<file path="src/rtl/uart_tx_arbiter.sv">
// Round-robin arbiter that shares one uart_tx among NREQ byte producers,
// each with a one-byte holding register. Optional tag bytes: UART_TX_ARBITER_TAG_EN.
module uart_tx_arbiter #(
  parameter int NREQ = 4
) (
  input  logic                    clk,
  input  logic                    rst,
  input  logic [8*NREQ-1:0]       req_data,
  input  logic [NREQ-1:0]         req_valid,
  output logic [NREQ-1:0]         req_ready,
  output logic [7:0]              tx_data,
  output logic                    tx_start,
  input  logic                    tx_busy,
  output logic [$clog2(NREQ)-1:0] grant_id
);

  localparam int IW = $clog2(NREQ);

  typedef enum logic [1:0] {IDLE, START, ACK, DONE} state_t;

  state_t          state, state_nx;
  logic [NREQ-1:0] full;
  logic [7:0]      hold [NREQ];
  logic [IW-1:0]   rr, win, pick, cand, sel, rr_nx;
  logic            found, avail, load, rel;

`ifdef UART_TX_ARBITER_TAG_EN
  logic          tag_pend, last_valid;
  logic [IW-1:0] last_id;
  logic [7:0]    tag_byte;
`endif

  assign req_ready = ~full;
  assign tx_start  = (state == START);

  // First full register at or after rr, wrapping modulo NREQ.
  always_comb begin
    found = 1'b0;
    pick  = '0;
    cand  = '0;
    for (int i = 0; i < NREQ; i++) begin
      cand = IW'((int'(rr) + i) % NREQ);
      if (!found && full[cand]) begin
        found = 1'b1;
        pick  = cand;
      end
    end
  end

`ifdef UART_TX_ARBITER_TAG_EN
  // A pending tag locks the winner so its data byte follows immediately.
  assign sel      = tag_pend ? win : pick;
  assign avail    = tag_pend | found;
  assign rel      = (state == START) && !tag_pend;
  assign tag_byte = {4'hF, 1'b0, 3'(sel)};
`else
  assign sel   = pick;
  assign avail = found;
  assign rel   = (state == START);
`endif

  assign rr_nx = (sel == IW'(NREQ - 1)) ? '0 : sel + 1'b1;

  always_ff @(posedge clk or posedge rst) begin
    if (rst) state <= IDLE;
    else     state <= state_nx;
  end

  always_comb begin
    state_nx = state;
    load     = 1'b0;
    case (state)
      IDLE: begin
        if (avail && !tx_busy) begin
          load     = 1'b1;
          state_nx = START;
        end
      end
      START:   state_nx = ACK;
      ACK:     if (tx_busy)  state_nx = DONE;
      DONE:    if (!tx_busy) state_nx = IDLE;
      default: state_nx = IDLE;
    endcase
  end

  always_ff @(posedge clk or posedge rst) begin
    if (rst) begin
      full     <= '0;
      for (int i = 0; i < NREQ; i++) hold[i] <= 8'h00;
      rr       <= '0;
      win      <= '0;
      tx_data  <= 8'h00;
      grant_id <= '0;
`ifdef UART_TX_ARBITER_TAG_EN
      tag_pend   <= 1'b0;
      last_valid <= 1'b0;
      last_id    <= '0;
`endif
    end else begin
      // Accept overrides release so a refill on the release edge is kept.
      for (int i = 0; i < NREQ; i++) begin
        if (rel && win == IW'(i)) full[i] <= 1'b0;
        if (req_valid[i] && !full[i]) begin
          full[i] <= 1'b1;
          hold[i] <= req_data[8*i +: 8];
        end
      end
      if (load) begin
        win      <= sel;
        grant_id <= sel;
`ifdef UART_TX_ARBITER_TAG_EN
        if (!tag_pend && !(last_valid && last_id == sel)) begin
          tx_data  <= tag_byte;
          tag_pend <= 1'b1;
        end else begin
          tx_data    <= hold[sel];
          tag_pend   <= 1'b0;
          rr         <= rr_nx;
          last_id    <= sel;
          last_valid <= 1'b1;
        end
`else
        tx_data <= hold[sel];
        rr      <= rr_nx;
`endif
      end
    end
  end

endmodule

</file>
<file path="config.mk">
export PLATFORM = sky130hd
export DESIGN_NAME = uart_tx_arbiter
export DESIGN_NICKNAME = d
export VERILOG_FILES = /design/src/rtl/uart_tx_arbiter.sv
export SDC_FILE = /design/constraint.sdc
export NUM_CORES = 1
export LEC_CHECK = 0
export BUFFER_PORTS_ARGS = -buffer_cell sky130_fd_sc_hd__buf_2
export CAP_MARGIN = 10
export CORE_MARGIN = 2
export CORE_UTILIZATION = 57
export DETAILED_ROUTE_END_ITERATION = 10
export PLACE_DENSITY = 0.82
export SLEW_MARGIN = 15
export SYNTH_ARGS = -nofsm -noshare
export SYNTH_HDL_FRONTEND = slang
export SYNTH_SLANG_ARGS = --single-unit
</file>
<file path="constraint.sdc">
create_clock -name clk -period 3.41 [get_ports clk]
set_input_delay 1.023 -clock clk [delete_from_list [all_inputs] [get_ports clk]]
set_output_delay 1.023 -clock clk [all_outputs]
set_load 0.05 [all_outputs]
</file>
==> results of run 1 <==
synthesized netlist by cell type (all sizes together):
library cell and instances:
and2 1, nor3b 1, a211o 1, nand3 2, clkbuf 4, nand2 18
o21a 1, nand3b 1, o22ai 1, dfrtp 50, nor2 2, nand2b 3
inv 7, a21o 3, a221oi 1, mux2i 16, and2b 1, buf 4
nor2b 3, o211ai 1, nor4 1, o21ai 4, o21bai 2, mux2 33
o221ai 8, ha 5, or2 1, a21oi 3, o32ai 1
cells by family after synthesis:
logic type / share of synthesized area, %
AO/OA/AOI/OAI: 8.39
adder cells (fa/ha/maj): 2.72
buffers and inverters: 3.98
flip-flops: 54.5
multiplexers: 23.2
AND/OR/NAND/NOR: 7.25
worst max path at each step:
| stage | startpoint | end | slack (ps) | depth (start not counted) |
|---|---|---|---|---|
| final | state[1] | tx_start | 1000 | 3 |
| after global routing | state[1] | tx_start | 910 | 3 |
| after CTS | state[1] | tx_start | 1000 | 3 |
| after detailed placement | tx_busy | tx_data[3] | 1050 | 5 |
| after global placement | tx_busy | tx_data[5] | 1110 | 5 |
| after floorplan | rst | full[0] | 1190 | 1 |
metal layers:
layer	GRT usage [%]	share of wire (%)
met2	33.8	49
met4	9.69	1.7
met5	0	0
met1	26.7	44
met3	6.00	4.8
stage by stage:
stage / cells / instance area (um2) / util, % / hold WS, ps
after CTS: 282 / 2650 / 67.2 / 513
after floorplan: 179 / 2300 / - / 480
after detailed placement: 274 / 2560 / 64.9 / 493
final: 282 / 2650 / 67.2 / 517
after global placement: 274 / 2560 / 64.9 / 475
after global routing: 282 / 2650 / 67.2 / 528
worst max-delay path: cells and delay by family, from the launching register on:
family	cells	cell delay [ps]
adders and majority gates	1	250
DFF	1	410
buffers and inverters	2	420
power breakdown:
part / switching [mW] / internal (mW) / leakage, nW
combinational: 0.766 / 0.552 / 0.639
sequential: 0.203 / 0.891 / 0.593
clock: 0.193 / 0.164 / 0.0482
total: 1.16 / 1.61 / 1.28
registers in the layout, summed over array words and instances, names as in the netlist:
name     cells
tx_data      8
win          2
rr           2
state        2
hold        32
full         4
cell usage in the layout, fill, tap and decap left out, types with 2 or more instances in the layout:
cell type and count:
nor2b_1 3, o21ai_0 4, clkbuf_8 6, o221ai_1 8
inv_1 6, nand2_1 18, a21o_2 2, a21oi_1 3
mux2_2 33, mux2i_1 16, o21bai_1 2, buf_2 53
nand3_1 2, ha_1 5, nand2b_1 3, nor2_1 2
dfrtp_1 50
final cells by class:
type / count / area [um2]
inverters: 7 / 26.3
well taps: 50 / 62.6
flip-flops and latches: 50 / 1250
clock inverters: 1 / 5.00
fillers: 311 / 1290
repair buffers: 53 / 265
clock buffers: 7 / 86.3
multi-input cells: 114 / 953
==> impl_metrics.ini, run 1 <==
[outcome]
status = complete, no violations

[power_and_ir_drop]
pwr_density_cell_nw_per_um2 = 1040
power_mw = 2.77
vdd_drop_max_mv = 0.621
leakage_nw = 1.28

[clocking]
cts_tree = built
cts_resized = 0
ctsHoldBuffers = 0
cts.clk_slew.worst_paths_ps = 90
postCtsSetupBuffers = 0
ctsLongestPathBuffers = 2
cts-root-buf = clkbuf_8
cts_buffers = 5
cts_max_level = 2
worstSkewPairLatency_ps = 310
cts.sinks = 50

[global_routing]
antenna_found_initial = 0
grt_pass1_vias = 1493
track_usage_pct = 21.2
grt_max_degree = 51
grt_pass1_wl_mm = 6.81
grt-ovfl-total = 0

[logic_synthesis]
syn-instance-count = 179
yosysWarningCount = 0
ys_seq_area_share_pct = 54.5
synthTopCellsByArea = dfrtp_1 (54%), mux2_2 (16%), mux2i_1 (7.0%), o221ai_1 (3.1%), nand2_1 (2.9%)
syn-num-nets = 223
synthesis.area_um2 = 2300
ys_ff_latch = 50
synth_top_area_share_pct = 54.5
synth_area_per_cell_um2 = 12.8
yosysTopAreaCell = dfrtp_1
ys_types = 32

[drt]
via_count = 1540
drcViolationCount = 0
ant_nets = 0
totalWireLength_mm = 4.26
drt_iter0_markers = 51
viasPerCell = 5.46
firstDrtPassIters = 4
wl_per_cell_um = 15.1

[timing]
setup_viol = 0
slew_headroom_pct = 31.4
totalNegativeSetupSlack_ps = 0
grt_setup_unrepaired = no
max_freq_mhz = 415
slew_violations = 0
worst_pin_slew_ps = 1030
finalHoldViolCount = 0
clock_skew_ps = 7.99
fin_ws_ps = 999
post-route-period-util_pct = 70.7
min_period_ps = 2410

[worst_setup_path]
required_ps = 2390
r2r-start = full[1]
slowest_stage = dfrtp_1
end_kind = output port
slowest_delay_ps = 410
r2r_end = tx_data[4]
r2r_setup_slack_ps = 1310
worstSetupPathType = flip-flop to output port
critPathLaunchType = flip-flop
worstRegToRegCells = 5
cp_data_arrival_time_ps = 1390
crit_chain = inv_1 > ha_1 > buf_2
cp_max_fo = 5

[finish]
nets = 275
drive_gt1_share_pct = 42.7
n_antenna_cell = 0
syn_to_final_growth_pct = 15.4

[min_path]
holdPathStages = 1
hold_class = flip-flop to flip-flop
whs_endpoint = hold[12]
hold_start = hold[12]

[placement]
gp_congestion = 0.787
port_buffers = 53
place_ws_ps = 1050
dpl.hpwl_mm = 3.10

[floorplan]
ioPinCount = 54
start_util_pct = 58.2
die_width_um = 67.5
fp.dieH_um = 67.5
rows = 23
die-area_um2 = 4550
fp.coreArea_um2 = 3940

[flow_run]
max-cap-violations = 0
(Power assumes the default switching activity.)
==> run 2, diff against run 1 <==
--- a/config.mk
+++ b/config.mk
@@ -8,9 +8,9 @@
 export BUFFER_PORTS_ARGS = -buffer_cell sky130_fd_sc_hd__buf_2
 export CAP_MARGIN = 10
 export CORE_MARGIN = 2
-export CORE_UTILIZATION = 57
+export CORE_UTILIZATION = 53
 export DETAILED_ROUTE_END_ITERATION = 10
-export PLACE_DENSITY = 0.82
+export PLACE_DENSITY = 0.77
 export SLEW_MARGIN = 15
 export SYNTH_ARGS = -nofsm -noshare
 export SYNTH_HDL_FRONTEND = slang
==> constraint.sdc (replaced) <==
create_clock -name clk -period 2.5 [get_ports clk]
set_input_delay 0.75 -clock clk [delete_from_list [all_inputs] [get_ports clk]]
set_output_delay 0.75 -clock clk [all_outputs]
set_load 0.05 [all_outputs]
==> impl_metrics.ini, run 2 (synthesized netlist as in run 1, its figures left out) <==
[global_routing]
grt-ovfl-total = 0
grt_pass1_wl_mm = 7.49
use_met3_pct = 5.67
use_met2_pct = 34.2
grt_max_degree = 35
grt_pass1_vias = 1667
grtUsageMet1_pct = 23.4
antenna_found_initial = 0
track_usage_pct = 19.8
busiest_layer = met2

[finish]
n_antenna_cell = 0
regArea_um2 = 1250
fillers = 335
reg_top3 = hold x32, tx_data x8, full x4
syn_to_final_growth_pct = 17.3
drive_gt1_share_pct = 44.3
regMostFlops = hold
nets = 282
utilization_pct = 65.9
layout_commonest_cell = buf_2
layout_common_cells = buf_2 (53), dfrtp_1 (50), mux2_2 (33)
multi_input_area_um2 = 953
largest_reg_flops = 32

[drt]
viasPerCell = 5.52
firstDrtPassIters = 4
ant_nets = 0
totalWireLength_mm = 4.45
via_count = 1585
wl_per_cell_um = 15.5
drt_iter0_markers = 62
drcViolationCount = 0

[clocking]
ctsHoldBuffers = 0
cts_max_level = 2
postCtsSetupBuffers = 0
cts.clk_slew.worst_paths_ps = 80
cts_buffers = 5
cts_tree = built
cts-root-buf = clkbuf_8
ctsLongestPathBuffers = 2
cts_resized = 0
worstSkewPairLatency_ps = 300
cts.sinks = 50

[timing]
finalHoldViolCount = 0
post-route-period-util_pct = 85.8
totalNegativeSetupSlack_ps = 0
max_freq_mhz = 466
worst_pin_slew_ps = 698
fin_ws_ps = 354
setup_viol = 0
grt_setup_unrepaired = no
slew_headroom_pct = 53.4
min_period_ps = 2150
slew_violations = 0
clock_skew_ps = 6.45

[floorplan]
fp.dieH_um = 69.8
fp.coreArea_um2 = 4090
ioPinCount = 54
start_util_pct = 56.2
die_width_um = 69.8
die-area_um2 = 4870
rows = 23

[worst_setup_path]
path_buf_inv = 2
cp_max_fo = 5
end_kind = output port
required_ps = 1750
slowest_delay_ps = 410
worstSetupPathType = flip-flop to output port
path_delay_family = buffers and inverters
crit_chain = inv_1 > ha_1 > buf_2
critPathLaunchType = flip-flop
slowest_stage = dfrtp_1
cp_data_arrival_time_ps = 1400

[placement]
place_ws_ps = 687
port_buffers = 53
dpl.hpwl_mm = 3.35
gp_congestion = 0.817

[power_and_ir_drop]
power_mw = 3.80
pwr_density_cell_nw_per_um2 = 1410
leakage_nw = 1.31
vdd_drop_max_mv = 0.797

[outcome]
status = complete, no violations

[min_path]
hold_class = flip-flop to flip-flop

[flow_run]
max-cap-violations = 0
-- run 2: per-stage QoR --
step / std cells / hold slack [ps] / instance area [um2]
floorplan: 179 / 480 / 2300
global placement: 281 / 488 / 2610
detailed placement: 281 / 474 / 2610
CTS: 287 / 499 / 2690
global route: 287 / 524 / 2690
finish: 287 / 501 / 2690
-- run 2: per-layer routing --
metal,routed length (um),vias up
li1,-,757
met4,74,0
met2,2260,41
met3,206,9
met5,0,-
met1,1920,778
-- run 2: path summary, 6_finish.rpt --
path | slack, ps | from | endpoint | cells past startpoint
hold reg to reg | 500 | tx_data[0] | tx_data[0] | 2
min in group asynchronous | 550 | rst | hold[8] | 2
setup / recovery | 350 | state[1] | tx_start | 3
setup reg to reg | 740 | full[3] | tx_data[1] | 5
hold / removal | 500 | tx_data[0] | tx_data[0] | 2
max in group asynchronous | 1340 | rst | hold[28] | 3
-- run 2: final cells by class --
type | instances | share of cell area (%)
sequential | 50 | 46.4
multi-input combinational | 114 | 35.4
inverter | 7 | 0.975
tap | 50 | 2.32
timing repair buffer | 60 | 11.8
clock buffer | 6 | 3.07
-- run 2: tightest hold or removal path, stage by stage (launching register included) --
cell and delay (ps):
dfrtp_1 360, nand2_1 50, o221ai_1 60
-- run 2: where the power goes --
group	total, mW	switching, mW	leakage, nW	internal [mW]
clock network	0.458	0.244	0.0431	0.214
registers	1.50	0.282	0.593	1.22
logic	1.85	1.06	0.674	0.788
==> run 3, diff against run 2 <==
--- a/config.mk
+++ b/config.mk
@@ -5,10 +5,12 @@
 export SDC_FILE = /design/constraint.sdc
 export NUM_CORES = 1
 export LEC_CHECK = 0
+export ABC_AREA = 1
 export BUFFER_PORTS_ARGS = -buffer_cell sky130_fd_sc_hd__buf_2
 export CAP_MARGIN = 10
 export CORE_MARGIN = 2
-export CORE_UTILIZATION = 53
+export CORE_UTILIZATION = 54
+export CTS_CLUSTER_DIAMETER = 30
 export DETAILED_ROUTE_END_ITERATION = 10
 export PLACE_DENSITY = 0.77
 export SLEW_MARGIN = 15
==> impl_metrics.ini, run 3 <==
[outcome]
status = complete, no violations

[logic_synthesis]
syn-instance-count = 313
muxShareOfSynthArea_pct = 3.90
synth_top_area_share_pct = 48.1
yosysWarningCount = 0
ys.flop_type = dfrtp_1
yosysTopAreaCell = dfrtp_1
synth_most_common_cell = nand2_1
synth-simple-area-share_pct = 30.1
synth_top_family_by_area = simple AND/OR/NAND/NOR gates
synthesis.area_um2 = 2600
async_flop_share_pct = 100
synth_xor_area_share_pct = 0
synth_edf_count = 0
syn-num-nets = 357
synth_area_per_cell_um2 = 8.31
synthTopCellsByCount = nand2_1 (78), dfrtp_1 (50), inv_1 (38)
ys_types = 29
synthTopCellsByArea = dfrtp_1 (48%), nand2_1 (11%), inv_1 (5.5%), nand3_1 (5.4%), a21oi_1 (5.0%)
ys_seq_area_share_pct = 48.1
synth_compound_area_share_pct = 7.65
yosys.area_share.adder_pct = 2.41
ys_ff_latch = 50

[drt]
viasPerCell = 5.20
wl_per_cell_um = 13.9
firstDrtPassIters = 4
drcViolationCount = 0
totalWireLength_mm = 5.89
via_count = 2201
ant_nets = 0
drt_iter0_markers = 131

[worst_setup_path]
cp_max_fo = 4
worstRegToRegCells = 10
critPathLaunchType = flip-flop
cp_data_arrival_time_ps = 1310
end_kind = output port
worstSetupPathType = flip-flop to output port
required_ps = 1750

[timing]
slew_headroom_pct = 64.6
setup_viol = 0
finalHoldViolCount = 0
max_freq_mhz = 485
worst_pin_slew_ps = 530
slew_violations = 0
grt_setup_unrepaired = no
totalNegativeSetupSlack_ps = 0
clock_skew_ps = 9.95
post-route-period-util_pct = 82.5
min_period_ps = 2060

[finish]
layout_common_cells = nand2_1 (78), buf_2 (53), dfrtp_1 (50)
n_antenna_cell = 0
nets = 413
utilization_pct = 64.0
largest_reg_flops = 32
reg_top3 = hold x32, tx_data x8, full x4
drive_gt1_share_pct = 26.0
regMostFlops = hold
stdcell_area_um2 = 3000
layout_commonest_cell = nand2_1
fillers = 422
syn_to_final_growth_pct = 15.4

[floorplan]
rows = 25
die_width_um = 73.4
ioPinCount = 54
fp.dieH_um = 73.4
fp.coreArea_um2 = 4690
start_util_pct = 55.4
die-area_um2 = 5390

[placement]
dpl.hpwl_mm = 4.51
placed_area_um2 = 2930
gp_congestion = 0.864
port_buffers = 53

[global_routing]
grtUsageMet1_pct = 30.2
track_usage_pct = 23.8
grt_pass1_vias = 2162
grt_pass1_wl_mm = 9.63
grt-ovfl-total = 0
busiest_layer = met2
use_met3_pct = 4.12
antenna_found_initial = 0
grt_max_degree = 30
use_met2_pct = 40.3

[power_and_ir_drop]
pwr_density_cell_nw_per_um2 = 1490
leakage_nw = 1.63
vdd_drop_max_mv = 0.771

[clocking]
cts_resized = 0
postCtsSetupBuffers = 0
cts.clk_slew.worst_paths_ps = 90
cts_buffers = 5
worstSkewPairLatency_ps = 300
ctsLongestPathBuffers = 2
ctsHoldBuffers = 0
cts_max_level = 2
cts-root-buf = clkbuf_8
cts_tree = built
cts.sinks = 50

[flow_run]
max-cap-violations = 0

[min_path]
hold_class = input pin to async pin
## run 3: cell families after synthesis
family | Yosys count
AO/OA/AOI/OAI | 37
flip-flops | 50
AND/OR/NAND/NOR | 163
adder cells (fa/ha/maj) | 5
multiplexers | 9
buffers and inverters | 49
## run 3: through the flow
| stage | setup slack, ps | power [mW] | hold slack [ps] | cells |
|---|---|---|---|---|
| 2_1_floorplan | 514 | 3.51 | 470 | 313 |
| 3_3_place_gp | 572 | 3.92 | 459 | 416 |
| 3_5_place_dp | 525 | 4.01 | 462 | 416 |
| 4_1_cts | 422 | 4.47 | 484 | 423 |
| 5_1_grt | 326 | 4.83 | 518 | 423 |
| 6_report | 437 | 4.46 | 468 | 423 |
## run 3: worst max-delay path: stages, from the launching register on
cell and delay [ps]:
dfrtp_1 410, inv_1 130, ha_1 200, buf_2 270
## run 3: where the power goes
| group | internal [mW] | switching, mW | total (mW) |
|---|---|---|---|
| registers | 1.20 | 0.196 | 1.39 |
| clock network | 0.193 | 0.252 | 0.446 |
| logic | 0.804 | 1.82 | 2.63 |
## run 3: final timing paths
kind / startpoint / slack, ps / end
worst max-delay path: state[1] / 440 / tx_start
worst min-delay path: rst / 470 / hold[23]
worst max register to register: rr[0] / 460 / tx_data[6]
worst min register to register: tx_data[3] / 480 / tx_data[3]
max in group asynchronous: rst / 1500 / hold[7]
min in group clk: tx_data[3] / 480 / tx_data[3]
## run 3: layout make-up
cell class	instances	area [um2]	area share (%)
Clock buffer	7	76.3	2.54
Timing Repair Buffer	57	308	10.2
Multi-Input combinational cell	214	1150	38.2
Inverter	41	154	5.13
Tap cell	54	67.6	2.25
Sequential cell	50	1250	41.7
## run 3: metal layers
metal	up-vias	wire, um	share of wire [%]
met1	1036	2540	43
met2	48	2990	51
li1	1100	-	-
met5	-	0	0
met3	17	197	3.3
met4	0	161	2.7
